`src/rtl/bus_cycle_ctrl.sv`:
```
`default_nettype none
// ============================================================================
// Module   : bus_cycle_ctrl
// Brief    : 68000 bus-cycle controller. Per-region wait states, /DTACK
//            generation and an optional /BERR watchdog built when the
//            BERR_TIMEOUT_EN macro is defined.
// Revision : 1.0
// ============================================================================
module bus_cycle_ctrl #(
    parameter int unsigned RAM_WS  = 0,
    parameter int unsigned ROM_WS  = 2,
    parameter int unsigned TIMEOUT = 64
) (
    input  logic clk,
    input  logic reset,
    input  logic as,
    input  logic ram_cs,
    input  logic rom_cs,
    input  logic duart_cs,
    input  logic duart_dtack,
    output logic dtack,
    output logic berr,
    output logic busy
);

    typedef enum logic [1:0] {
        ST_IDLE  = 2'd0,
        ST_WAIT  = 2'd1,
        ST_ACK   = 2'd2,
        ST_FAULT = 2'd3
    } state_t;

    typedef enum logic [1:0] {
        RG_NONE  = 2'd0,
        RG_RAM   = 2'd1,
        RG_ROM   = 2'd2,
        RG_DUART = 2'd3
    } region_t;

    localparam logic [3:0] c_ram_ws = 4'(RAM_WS);
    localparam logic [3:0] c_rom_ws = 4'(ROM_WS);

    state_t     r_state;
    state_t     w_state_nxt;
    region_t    r_region;
    region_t    w_region_nxt;
    logic [3:0] r_ws_cnt;
    logic [3:0] w_ws_nxt;
    logic       r_duart_seen;
    logic       r_dtack;
    logic       w_ack;

`ifdef BERR_TIMEOUT_EN
    localparam logic [7:0] c_tmo_last = 8'(TIMEOUT - 1);

    logic [7:0] r_tmo_cnt;
    logic [7:0] w_tmo_nxt;
    logic       w_timeout;
    logic       r_berr;

    assign w_timeout = (r_tmo_cnt >= c_tmo_last);
`endif

    // Acknowledge source for the region latched at the start of the cycle.
    always_comb begin
        w_ack = 1'b0;
        case (r_region)
            RG_RAM, RG_ROM: w_ack = (r_ws_cnt == 4'd0);
            RG_DUART:       w_ack = r_duart_seen;
            default:        w_ack = 1'b0;
        endcase
    end

    always_comb begin
        w_state_nxt  = r_state;
        w_region_nxt = r_region;
        w_ws_nxt     = r_ws_cnt;
`ifdef BERR_TIMEOUT_EN
        w_tmo_nxt    = r_tmo_cnt;
`endif
        case (r_state)
            ST_IDLE: begin
                if (!as) begin
                    w_state_nxt = ST_WAIT;
`ifdef BERR_TIMEOUT_EN
                    w_tmo_nxt   = 8'd0;
`endif
                    if (!ram_cs) begin
                        w_region_nxt = RG_RAM;
                        w_ws_nxt     = c_ram_ws;
                    end else if (!rom_cs) begin
                        w_region_nxt = RG_ROM;
                        w_ws_nxt     = c_rom_ws;
                    end else if (!duart_cs) begin
                        w_region_nxt = RG_DUART;
                        w_ws_nxt     = 4'd0;
                    end else begin
                        w_region_nxt = RG_NONE;
                        w_ws_nxt     = 4'd0;
                    end
                end
            end
            ST_WAIT: begin
                // Abort beats ack, ack beats timeout.
                if (as) begin
                    w_state_nxt = ST_IDLE;
                end else if (w_ack) begin
                    w_state_nxt = ST_ACK;
`ifdef BERR_TIMEOUT_EN
                end else if (w_timeout) begin
                    w_state_nxt = ST_FAULT;
`endif
                end
                if (r_ws_cnt != 4'd0) begin
                    w_ws_nxt = r_ws_cnt - 4'd1;
                end
`ifdef BERR_TIMEOUT_EN
                if (r_tmo_cnt != 8'hFF) begin
                    w_tmo_nxt = r_tmo_cnt + 8'd1;
                end
`endif
            end
            ST_ACK: begin
                if (as) begin
                    w_state_nxt = ST_IDLE;
                end
            end
`ifdef BERR_TIMEOUT_EN
            ST_FAULT: begin
                if (as) begin
                    w_state_nxt = ST_IDLE;
                end
            end
`endif
            default: begin
                w_state_nxt = ST_IDLE;
            end
        endcase
    end

    always_ff @(posedge clk or posedge reset) begin
        if (reset) begin
            r_state      <= ST_IDLE;
            r_region     <= RG_NONE;
            r_ws_cnt     <= 4'd0;
            r_duart_seen <= 1'b0;
            r_dtack      <= 1'b1;
        end else begin
            r_state      <= w_state_nxt;
            r_region     <= w_region_nxt;
            r_ws_cnt     <= w_ws_nxt;
            // DUART ack is only looked at once it has been sampled inside WAIT.
            r_duart_seen <= (r_state == ST_WAIT) && !duart_dtack;
            r_dtack      <= (w_state_nxt != ST_ACK);
        end
    end

`ifdef BERR_TIMEOUT_EN
    always_ff @(posedge clk or posedge reset) begin
        if (reset) begin
            r_tmo_cnt <= 8'd0;
            r_berr    <= 1'b1;
        end else begin
            r_tmo_cnt <= w_tmo_nxt;
            r_berr    <= (w_state_nxt != ST_FAULT);
        end
    end

    assign berr = r_berr;
`else
    assign berr = 1'b1;
`endif

    assign dtack = r_dtack;
    assign busy  = (r_state != ST_IDLE);

endmodule
`default_nettype wire

```
`config.mk`:
```
export PLATFORM = sky130hd
export DESIGN_NAME = bus_cycle_ctrl
export DESIGN_NICKNAME = d
export VERILOG_FILES = /design/src/rtl/bus_cycle_ctrl.sv
export SDC_FILE = /design/constraint.sdc
export NUM_CORES = 1
export LEC_CHECK = 0
export CORE_AREA = 4 4 41 43
export DETAILED_ROUTE_END_ITERATION = 16
export DIE_AREA = 0 0 45 47
export GPL_TIMING_DRIVEN = 0
export PLACE_DENSITY_LB_ADDON = 0.3
export SETUP_SLACK_MARGIN = 0.05
export SLEW_MARGIN = 10
export SYNTH_ARGS = -nofsm -noshare
export SYNTH_HDL_FRONTEND = slang
export SYNTH_SLANG_ARGS = --single-unit
```
`constraint.sdc`:
```
create_clock -name clk -period 1.5 [get_ports clk]
set_clock_uncertainty 0.1 [all_clocks]
set_input_delay 0.375 -clock clk [delete_from_list [all_inputs] [get_ports clk]]
set_output_delay 0.375 -clock clk [all_outputs]
set_load 0.1 [all_outputs]
```
==> summary by stage, run 1 <==
Outcome
The run finished, with violations left. The final reports fail on negative setup slack.

Floorplan
Pin placement for this block handled 10 I/O pins. The region available for standard cell placement spans 1300 um2. The horizontal extent of the die is 45 um. The site row count is 13. The die covers 2120 um2. In this run the vertical extent of the chip is 47 um. The initial core utilization is 0.402.

Clocking
TritonCTS built the clock tree. The clock sink count is 10. No sink is reached through more buffers than the 2 on the longest clock path. The post-CTS clock slew at the launch and capture registers of the worst setup and hold paths is 0.07 ns.

The master cell of the clock root buffer is clkbuf_4. The clock latency on the worst-skew pair is 0.27 ns. CTS built an H-tree with a depth of 1. The clock buffer count from CTS is 3.

Logic synthesis
The synthesized design contains 10 register bits. Of all flip-flops after synthesis, the portion carrying an async set or reset was 1.00. In this run, synthesis inferred 0 flip-flops with an integrated enable. Yosys mapped the design onto 25 distinct sky130hd cell types. The cell count after synthesis came out at 52. The Yosys warning count is 0.

The synthesized area divided by synthesized cell count is 10.1 um2. For this run, the leading register cell type out of synthesis is dfrtp_1. The total nets after synthesis is 62. Of the synthesized area, sequential elements account for 0.481. The cell area after synthesis is 523 um2.

Timing
Setup violations remaining at the end of the flow were counted as 2. The timing-limited maximum frequency is 638 MHz. Setup repair after global routing could not meet its margin everywhere.

The share of the clock period used by the worst path is 1.04. In the post-route analysis, the smallest setup slack over all paths is -0.0666 ns. The final hold violation count is 0.

On the final layout, the worst hold slack is 0.276 ns. The number of max-slew violations in the final report is 0. The time the final worst path needs with I/O delays and setup is 1.57 ns.

Critical path
Along the worst path, the maximum fanout reaches 2. STA puts the critical path data required time at 1.02 ns. The endpoint type of the worst setup path is an output port. The setup slack of the most critical reg-to-reg path is -0.05 ns. STA puts the critical path data arrival time at 1.09 ns. The kind of launch point of the worst setup path is a flop. The kind of critical path is flop to output port.

Cells and area
Of the cells placed in the final design, the portion with a size suffix greater than 1 is 0.358. The library cell used most frequently in the layout, excluding fill and tap cells, is dfrtp_1. The number of diodes added for antenna fixing is 0. The share of the core filled with cells in the final layout is 0.579. For this run, the post-layout net count is 78. The area growth from synthesis to layout is 44.0%.

After routing the design area is 753 um2. Leaving out fill and tap cells, the most frequent cells in the layout are dfrtp_1, clkdlybuf4s50_1, inv_1, buf_4.

Pwr
The net switching power is 581 uW. The worst-case IR drop observed on VDD is 0.725 mV. In this run the power density over the cells is 1940 nW/um2. The internal portion of the total power is 878 uW. The switching share of power is 0.398. The share of total power dissipated in combinational logic is 0.520. In this run the static leakage power is 0.344 nW.

The share of total power dissipated in the clock network is 0.169. The proportion of power drawn by flip-flops and latches is 0.310.

Run
Max-cap violations in this run came to 0.

Routing
The first detailed-routing pass ran for 2 iterations. Dividing the detail-routed wire length by the instance count gives 12.1 um. The remaining antenna violation count after routing is 0.

The total via count in the routed design is 435. The wire length reported by the detailed router is 994 um. The post-detailed-route DRC marker count is 0.

Dividing the detail-routed via count by the number of cells gives 5.30. The number of DRC markers in iteration 0 is 1.

GRT
Entering global routing, the biggest net connects 11 pins. The overflow left after global routing is 0. The via count of the first global-routing pass is 404.

The number of antenna violations at the first check in global routing is 0. The all-layer global routing usage is 0.118. The first global-routing pass estimated 1680 um of wire.

Placement
The count of input and output buffers is 8. The instance area after placement is 636 um2. The final weighted congestion in routability-driven placement is 0.677. The HPWL after detailed placement is 687 um. The worst setup slack before clock tree synthesis is -0.639 ns.

Hold path
The class of the tightest hold or removal check is input port to async pin.
==> flip-flops by register name, summed over array words and instances (netlist names) <==
| name | cells |
|---|---|
| dtack | 1 |
| r_duart_seen | 1 |
| r_region | 2 |
| r_state | 2 |
| r_ws_cnt | 4 |
==> cell type report <==
| type | count | area, um2 |
|---|---|---|
| repair buffers | 11 | 125 |
| inverters | 5 | 18.8 |
| well taps | 15 | 18.8 |
| clock buffers | 4 | 36.3 |
| flip-flops and latches | 10 | 253 |
| fillers | 122 | 548 |
| multi-input cells | 36 | 294 |
| plain buffers | 1 | 7.51 |
==> cells in the mapped netlist (2+ instances only) <==
library cell  number  area, um2
a31oi_1            2       12.5
dfrtp_1            9        225
ha_1               3       37.5
inv_1              5       18.8
mux2i_1            2       20.0
nand2_1            2       7.51
nand2b_1           3       18.8
nor2_1             3       11.3
nor3b_1            3       22.5
o21ai_0            4       20.0
or3_1              2       12.5
==> critical path: stages, from the launching register on <==
cell and delay [ns]:
dfrtp_1 0.39, or2_4 0.26, buf_12 0.16
==> timing repair <==
| item | CTS | global route |
|---|---|---|
| gates cloned | 0 | 0 |
| endpoints found under the setup margin | 6 | 11 |
| hold buffers | 0 | 0 |
| resized for setup | 25 | 5 |
| buffers inserted | 3 | 0 |
| pin swaps | 3 | 3 |
==> worst paths after layout <==
path,from,end,cells after the start
min in group clk,r_ws_cnt[2]$_DFFE_PP0P_,r_ws_cnt[2]$_DFFE_PP0P_,1
setup reg to reg,r_ws_cnt[0]$_DFFE_PP0P_,r_ws_cnt[3]$_DFFE_PP0P_,3
hold / removal,reset,r_duart_seen$_DFF_PP0_,2
max in group asynchronous,reset,dtack$_DFF_PP1_,2
hold reg to reg,r_ws_cnt[2]$_DFFE_PP0P_,r_ws_cnt[2]$_DFFE_PP0P_,1
setup / recovery,r_state[0]$_DFF_PP0_,busy,2
==> metrics by stage <==
stage                     instances  setup TNS, ns  total power [mW]
final                            82         -0.112              1.46
after global routing             82         -0.291              1.56
after CTS                        82        -0.0670              1.44
after detailed placement         75          -2.58              1.06
after global placement           75          -2.31              1.05
after floorplan                  52              0             0.930
==> logic make-up after synthesis <==
logic type                 count (synthesis)  synth area share
AOI/OAI and AO/OA                         10             0.120
adders and majority gates                  3            0.0718
buffers and inverters                      6            0.0502
DFF                                       10             0.481
muxes                                      3            0.0598
other                                      1           0.00717
and+or+nand+nor                           19             0.211
==> power by group through the flow <==
stage	clock network (mW)	registers [mW]	logic (mW)
after CTS	0.253	0.448	0.734
final	0.247	0.453	0.759
after detailed placement	0	0.457	0.605
after global placement	0	0.455	0.593
after floorplan	0	0.487	0.443
after global routing	0.266	0.466	0.825
==> per-layer routing <==
layer  routed length (um)  track usage  vias up
li1                     -            -      209
met1                  406        0.132      209
met2                  486        0.181       12
met3                   51       0.0115        5
met4                   50        0.140        0
met5                    0            0        -
No activity file was read; power rests on OpenSTA's default activity.
==> run 2: changes to the inputs <==
Settings changed: GPL_ROUTABILITY_DRIVEN set to 1.
==> results of run 2 <==
Same layout as run 1: the final DEF is identical, and so are final timing and power.
